### config.mk
export PLATFORM = sky130hd
export DESIGN_NAME = uart_tx_param
export DESIGN_NICKNAME = d
export VERILOG_FILES = /design/src/rtl/uart_pkg.sv /design/src/rtl/uart_tx_param_baud_tick.sv /design/src/rtl/uart_tx_param.sv
export SDC_FILE = /design/constraint.sdc
export NUM_CORES = 1
export LEC_CHECK = 0
export CAP_MARGIN = 20
export CELL_PAD_IN_SITES_DETAIL_PLACEMENT = 2
export CELL_PAD_IN_SITES_GLOBAL_PLACEMENT = 2
export CORE_ASPECT_RATIO = 0.6
export CORE_UTILIZATION = 32
export DETAILED_ROUTE_END_ITERATION = 8
export GPL_ROUTABILITY_DRIVEN = 1
export PLACE_DENSITY = 0.72
export SETUP_SLACK_MARGIN = 0.02
export SLEW_MARGIN = 30
export SYNTH_ARGS = -nofsm -noshare
export SYNTH_HDL_FRONTEND = slang
export SYNTH_SLANG_ARGS = --single-unit
### constraint.sdc
create_clock -name clk -period 2.1 [get_ports clk]
set_input_delay 0.42 -clock clk [delete_from_list [all_inputs] [get_ports clk]]
set_output_delay 0.42 -clock clk [all_outputs]
set_load 0.005 [all_outputs]
### src/rtl/uart_pkg.sv
// Shared UART definitions: parity modes, transmitter state encoding and
// frame-length helper. The receiver will reuse this package.
package uart_pkg;

    localparam int PAR_NONE = 0;
    localparam int PAR_EVEN = 1;
    localparam int PAR_ODD  = 2;

    typedef enum logic [2:0] {
        S_IDLE,
        S_START,
        S_DATA,
        S_PARITY,
        S_STOP
    } tx_state_t;

    // Number of serial bits in one character, start and stop bits included.
    function automatic int frame_bits(input int data_w, input int parity, input int stop_bits);
        return 1 + data_w + ((parity != PAR_NONE) ? 1 : 0) + stop_bits;
    endfunction

endpackage

### src/rtl/uart_tx_param_baud_tick.sv
// Bit-period timer: counts 0..CLKS_PER_BIT-1 and flags the last cycle of
// each bit. Clearing on accept aligns the count to the start-bit edge.
module uart_baud_tick #(
    parameter int CLKS_PER_BIT = 16
) (
    input  logic clk,
    input  logic rst,
    input  logic clear,
    output logic tick
);

    localparam int CNT_W = (CLKS_PER_BIT > 1) ? $clog2(CLKS_PER_BIT) : 1;
    localparam logic [CNT_W-1:0] LAST = CNT_W'(CLKS_PER_BIT - 1);
    localparam logic [CNT_W-1:0] ONE  = CNT_W'(1);

    logic [CNT_W-1:0] bit_cnt;

    assign tick = (bit_cnt == LAST);

    // Free-running bit counter, wrapping on the last cycle or on clear.
    always_ff @(posedge clk) begin
        if (rst || clear || tick)
            bit_cnt <= '0;
        else
            bit_cnt <= bit_cnt + ONE;
    end

endmodule

### src/rtl/uart_tx_param.sv
// UART transmitter: accepts a word on valid/ready and serialises one frame
// (start, data LSB first, optional parity, 1 or 2 stop bits) onto tx.
module uart_tx_param
    import uart_pkg::*;
#(
    parameter int DATA_W       = 8,
    parameter int CLKS_PER_BIT = 16,
    parameter int PARITY       = 0,
    parameter int STOP_BITS    = 1
) (
    input  logic              clk,
    input  logic              rst,
    input  logic [DATA_W-1:0] tx_data,
    input  logic              tx_valid,
    output logic              tx_ready,
    output logic              tx,
    output logic              busy
);

    localparam int IDX_W = $clog2(DATA_W);
    localparam logic [IDX_W-1:0] LAST_IDX  = IDX_W'(DATA_W - 1);
    localparam logic [IDX_W-1:0] IDX_ONE   = IDX_W'(1);
    localparam logic             STOP_LAST = (STOP_BITS == 2);

    if (PARITY < PAR_NONE || PARITY > PAR_ODD) begin : g_bad_parity
        $error("uart_tx_param: PARITY must be 0, 1 or 2");
    end
    if (DATA_W < 5 || DATA_W > 9) begin : g_bad_data_w
        $error("uart_tx_param: DATA_W must be 5..9");
    end
    if (STOP_BITS < 1 || STOP_BITS > 2) begin : g_bad_stop
        $error("uart_tx_param: STOP_BITS must be 1 or 2");
    end
    if (CLKS_PER_BIT < 2) begin : g_bad_cpb
        $error("uart_tx_param: CLKS_PER_BIT must be >= 2");
    end

    tx_state_t         state;
    logic [DATA_W-1:0] shreg;
    logic              par_bit;
    logic [IDX_W-1:0]  bit_idx;
    logic              stop_cnt;
    logic              tick;
    logic              accept;

    assign tx_ready = (state == S_IDLE);
    assign accept   = tx_valid && tx_ready;

    uart_baud_tick #(.CLKS_PER_BIT(CLKS_PER_BIT)) u_baud (
        .clk   (clk),
        .rst   (rst),
        .clear (accept),
        .tick  (tick)
    );

    // Frame sequencer with registered line and busy outputs.
    always_ff @(posedge clk) begin
        if (rst) begin
            state    <= S_IDLE;
            tx       <= 1'b1;
            busy     <= 1'b0;
            shreg    <= '0;
            par_bit  <= 1'b0;
            bit_idx  <= '0;
            stop_cnt <= 1'b0;
        end else begin
            case (state)
                S_IDLE: begin
                    if (tx_valid) begin
                        state    <= S_START;
                        tx       <= 1'b0;
                        busy     <= 1'b1;
                        shreg    <= tx_data;
                        par_bit  <= (PARITY == PAR_ODD) ? ~(^tx_data) : ^tx_data;
                        bit_idx  <= '0;
                        stop_cnt <= 1'b0;
                    end
                end
                S_START: begin
                    if (tick) begin
                        state <= S_DATA;
                        tx    <= shreg[0];
                    end
                end
                S_DATA: begin
                    if (tick) begin
                        if (bit_idx == LAST_IDX) begin
                            if (PARITY != PAR_NONE) begin
                                state <= S_PARITY;
                                tx    <= par_bit;
                            end else begin
                                state <= S_STOP;
                                tx    <= 1'b1;
                            end
                        end else begin
                            bit_idx <= bit_idx + IDX_ONE;
                            shreg   <= shreg >> 1;
                            tx      <= shreg[1];
                        end
                    end
                end
                S_PARITY: begin
                    if (tick) begin
                        state <= S_STOP;
                        tx    <= 1'b1;
                    end
                end
                S_STOP: begin
                    if (tick) begin
                        if (stop_cnt == STOP_LAST) begin
                            state <= S_IDLE;
                            busy  <= 1'b0;
                        end else begin
                            stop_cnt <= 1'b1;
                        end
                    end
                end
                default: begin
                    state <= S_IDLE;
                    tx    <= 1'b1;
                    busy  <= 1'b0;
                end
            endcase
        end
    end

endmodule

Word level (Yosys, flattened, before mapping)
Cells that the tools add are included.
{ "word_totals": {"out_inout_bits": 3, "regBits": 21} }
{ "op_classes": {"bitwise": 2, "n_reduce_logical": 12, "n_addsub": 2, "n_eq_ne": 14, "muxes": 29} }
{ "ops": {"columns": ["operator", "n"], "rows": [
  ["3-bit two-way mux", 10],
  ["8-bit two-way mux", 3],
  ["8-bit case mux with 2 select lines", 1],
  ["3-bit case mux with 5 select lines", 1],
  ["1-bit two-way mux", 10],
  ["2-bit by 1-bit != test with 1-bit output (second input constant)", 4],
  ["2-bit != test (second input constant)", 4],
  ["4-bit AND reduction", 2],
  ["7-bit AND reduction", 1],
  ["3-bit by 2-bit equality test with 1-bit output (second input constant)", 2],
  ["3-bit equality test (second input constant)", 2],
  ["3-bit case mux with 2 select lines", 1],
  ["1-bit case mux with 5 select lines", 1],
  ["5-bit AND reduction", 1],
  ["4-bit by 1-bit adder with 4-bit output (second input constant)", 1],
  ["4-bit equality test (second input constant)", 1],
  ["2-bit nonzero test", 2],
  ["3-bit by 1-bit adder with 3-bit output (second input constant)", 1],
  ["3-bit by 1-bit equality test with 1-bit output (second input constant)", 1],
  ["3-bit logical NOT", 1],
  ["1-bit case mux with 3 select lines", 1],
  ["3-bit AND reduction", 1],
  ["3-bit OR reduction", 1],
  ["1-bit logical OR", 2],
  ["other kinds (3)", 4]
]} }

Longest topological paths before layout
{ "depth": {"ltp_word": 4, "ltp_mapped": 5} }

Hierarchy
A second synthesis with hierarchy kept.
{ "unflattened": {"hier_cells": 111, "hier_area_um2": 1049.8} }
{ "by_module_without_submodules": {"columns": ["mod", "area_per_inst_um2", "cells_per_inst", "seq_area_each_um2", "n_inst"], "rows": [
  ["uart_tx_param", 892.1, 95, 320.3, 1],
  ["uart_baud_tick", 157.7, 16, 80.1, 1]
]} }

Worst setup path before layout
Ideal clock, no wire load.
{ "synth_timing": {"path_kind": "register to register", "start": "reg bit_idx[0]", "end": "reg bit_idx[0]", "slack_ps": 363, "path_stages_with_launch": 6, "setup_ps": 74, "path_buffers": 0, "synth_period_minus_slack_ps": 1737, "arrival_ps": 1663, "path_cell_list": "dfxtp_1 > ha_1 > ha_1 > or4b_4 > or4_1 > o21ai_0"} }
{ "synth_via": {"elab_chain_len": 4} }
{ "synth_rtl": {"columns": ["item", "line", "source"], "rows": [
  ["from (decl)", "uart_tx_param.sv:41", "logic [IDX_W-1:0] bit_idx;"],
  ["from (signal assigned)", "uart_tx_param.sv:96", "bit_idx <= bit_idx + IDX_ONE;"],
  ["3-bit by 1-bit adder with 3-bit output", "uart_tx_param.sv:96", null],
  ["3-bit two-way mux", "uart_tx_param.sv:87", "if (bit_idx == LAST_IDX) begin"],
  ["3-bit two-way mux", "uart_tx_param.sv:86", "if (tick) begin"],
  ["3-bit case mux with 2 select lines", "uart_tx_param.sv:67", "case (state)"]
]} }
Parallel ways exist; a longest one is shown, timed or not. The select of a mux whose other input is x is not followed.
A chain may end at the register's enable or synchronous reset.

Final worst setup path
{ "layout_timing": {"start": "reg bit_idx[0]", "end": "reg shreg[6]"} }
{ "layout_via": {"elab_chain_len": 3} }
{ "layout_rtl": {"columns": ["item", "line", "source"], "rows": [
  ["3-bit equality test", "uart_tx_param.sv:87", null],
  ["2-bit != test (no source line)", null, null],
  ["4-bit AND reduction (no source line)", null, null],
  ["to (signal assigned)", "uart_tx_param.sv:73", "shreg <= tx_data;"],
  ["to (signal assigned)", "uart_tx_param.sv:97", "shreg <= shreg >> 1;"],
  ["to (decl)", "uart_tx_param.sv:39", "logic [DATA_W-1:0] shreg;"]
]} }
No other way between the ends.

==> impl_metrics.json <==
{
  "status": "completed",
  "h-tree-depth": 1,
  "clk_path_buf_depth": 2,
  "synth_top_area_frac": 0.4082,
  "crit_start": "bit_idx[0]$_SDFFE_PP0P_",
  "slew_violations": 0,
  "p_clk_frac": 0.317,
  "drtPass1Iterations": 4,
  "drc_errors": 0,
  "power_frac_comb": 0.139,
  "cts_made_buffers": 3,
  "cpPeakStageDelay_ps": 540,
  "crit_buf_inv": 0,
  "rsz0062_at_grt": "no",
  "syn_nets": 118,
  "die_h_microns": 44.89,
  "clk_latency_ps": 260,
  "hpwl_microns": 1986,
  "path_max_fanout": 8,
  "area_delta_synth_final_pct": 24.87,
  "clkSinkCount": 20,
  "cts_setup_buffers": 0,
  "viasPerCell": 5.360,
  "relSlewSlack": 0.6681,
  "num_antenna_cells": 0,
  "multi_input_area_sq_um": 548.0,
  "setup-tns-final_ps": 0,
  "placed_area_sq_mm": 0.001184,
  "cts_resized": 0,
  "synth_area_leaders": "dfxtp_1 (41%), mux2i_1 (8.2%), a221oi_1 (6.3%)",
  "finClkSkew_ps": 6.160,
  "grt_pass1_wl_microns": 4305,
  "netSwitchingPower_mw": 0.1839,
  "initial_core_util": 0.3394,
  "fmax_ghz": 0.5155,
  "arrival_ps": 2060,
  "hold_violations": 0,
  "cp_slowest_cell": "or4b_4",
  "grt_usage": 0.1781,
  "core_sq_mm": 0.002890,
  "io_buffers": 13,
  "p_int_mw": 0.5914,
  "ant_nets": 0,
  "place_congestion": 0.7737,
  "wire_per_inst_microns": 15.83,
  "first_global_vias": 858,
  "hp-start": "u_baud.bit_cnt[0]$_SDFF_PP0_",
  "power.leakage_nw": 0.4256,
  "cts_tree": "yes",
  "layout-drive-gt1-share": 0.1429,
  "drt-initial-drc-count": 29,
  "synth_top_area_cell": "dfxtp_1",
  "async_flop_share": 0,
  "yosys-top-cells-count": "dfxtp_1 (20), nor2_1 (11), mux2i_1 (8)",
  "yosys_most_used_dff": "dfxtp_1",
  "r2r_start": "bit_idx[0]$_SDFFE_PP0P_",
  "postSynthAreaPerCell_sq_um": 9.432,
  "syn_area_sq_um": 980.9,
  "finish.net_count": 135,
  "dp_cells": 158,
  "dieArea_sq_mm": 0.003298,
  "p_per_area_mw_per_mm2": 632.9,
  "synth_edf_count": 0,
  "vdd_ir_drop_max_mv": 0.2501,
  "final_cell_count_no_fill": 161,
  "endpoint_kind": "flop",
  "path_cells": "ha_1 > ha_1 > or4b_4 > o21ai_2 > a221oi_1",
  "cts-hold-fix-buffers": 0,
  "io_pins": 14,
  "swShare": 0.2372,
  "ys_ff_latch": 20,
  "root_buffer": "clkbuf_8",
  "seqPwrFrac": 0.544,
  "seq_area_frac_synth": 0.4082,
  "regArea_sq_um": 400.4,
  "via_count": 863,
  "drt_wl_total_microns": 2548,
  "ys_types": 31,
  "critPathTopFamily": "simple AND/OR/NAND/NOR gates",
  "grt.overflow.total": 0,
  "finalSetupViolCount": 0,
  "synthCells": 104,
  "max_cap_violations": 0,
  "placementRows": 15,
  "grt_max_degree": 14,
  "yosysWarningCount": 0,
  "worstMarginPinSlew_ps": 497.1,
  "cp_common_cell": "ha_1",
  "crit_required_ps": 2220,
  "period_needed_ps": 1940,
  "n_fill_cell": 327,
  "fin_crit_sh": 0.9237,
  "synth.most_common_cell": "dfxtp_1",
  "path_class": "reg -> reg",
  "cp-start-kind": "flop",
  "postLayoutCellArea_sq_mm": 0.001225,
  "clkTransAtPathRegs_ps": 70,
  "fp.dieW_microns": 73.48,
  "hold_path_class": "reg -> reg",
  "antenna_found_initial": 0
}
## worst register-to-register path: cells and delay by family, from the launching register on
| family | cells | cell delay [ps] |
|---|---|---|
| AND/OR/NAND/NOR | 1 | 540 |
| flip-flops | 1 | 340 |
| AO/OA/AOI/OAI | 2 | 470 |
| adder cells (fa/ha/maj) | 2 | 450 |
## power groups by stage
stage / Combinational (mW) / Sequential [mW] / Clock, mW
finish: 0.108 / 0.422 / 0.246
global route: 0.120 / 0.425 / 0.276
CTS: 0.110 / 0.422 / 0.257
detailed placement: 0.110 / 0.431 / 0
global placement: 0.105 / 0.428 / 0
floorplan: 0.0625 / 0.422 / 0
## path summary, 6_finish.rpt
kind	to	slack, ps	cells past startpoint
max	shreg[6]$_SDFFE_PP0P_	160	5
min	u_baud.bit_cnt[0]$_SDFF_PP0_	470	1
max reg2reg	shreg[6]$_SDFFE_PP0P_	160	5
min reg2reg	u_baud.bit_cnt[0]$_SDFF_PP0_	470	1
## logic make-up (layout without fill, tap and decap cells)
logic type	count (synthesis)	in the layout	synth area share
AO/OA/AOI/OAI	25	25	0.1773
XOR/XNOR	2	2	0.01786
adder cells (fa/ha/maj)	3	3	0.03827
buffers and inverters	8	23	0.03954
flip-flops	20	20	0.4082
multiplexers	8	8	0.08164
AND/OR/NAND/NOR	38	38	0.2372
## placed cells by master, fill, tap and decap left out
cell,instances
buf_4,7
or4b_2,2
o21ai_2,1
o211ai_1,3
nor3b_1,2
xor2_1,1
nor3_1,3
nand2_1,2
and3_1,2
a21boi_0,1
a221oi_1,7
o21bai_1,2
nand2b_1,2
ha_1,3
clkdlybuf4s50_1,13
o21ai_0,4
nor2_1,11
nand3b_1,1
nor4b_1,1
nor4b_2,2
dfxtp_1,20
a21oi_1,6
o2bb2ai_1,1
xnor2_1,1
or4_1,1
nor4_1,2
nand3_2,1
mux2i_1,8
or4b_4,1
nand3_1,5
clkbuf_8,3
## registers in the layout, summed over array words and instances, names as in the netlist
name	count
shreg	8
u_baud.bit_cnt	4
bit_idx	3
state	3
busy	1
tx	1
## through the flow
step / hold WS, ps / power, mW / setup slack [ps] / utilization
after floorplan: 431.9 / 0.4841 / 363.0 / -
after global placement: 446.9 / 0.5330 / 76.23 / 0.4095
after detailed placement: 473.6 / 0.5408 / 35.99 / 0.4095
after CTS: 481.1 / 0.7892 / 154.5 / 0.4238
after global routing: 515.8 / 0.8215 / 59.72 / 0.4238
final: 472.4 / 0.7753 / 160.3 / 0.4238
## layout make-up
type,count,share of cell area
sequential,20,0.3269
timing repair buffer,20,0.1491
multi-input combinational,76,0.4474
tap,42,0.04290
clock buffer,3,0.03371
## routing by layer
| metal | vias up | GRT usage | share of wire |
|---|---|---|---|
| li1 | 427 | - | - |
| met5 | - | 0 | 0 |
| met2 | 13 | 0.2587 | 0.42 |
| met3 | 2 | 0.06027 | 0.038 |
| met1 | 421 | 0.2565 | 0.54 |
| met4 | 0 | 0.03462 | 0.0016 |
Note: power is estimated with default switching activity, not from simulation.
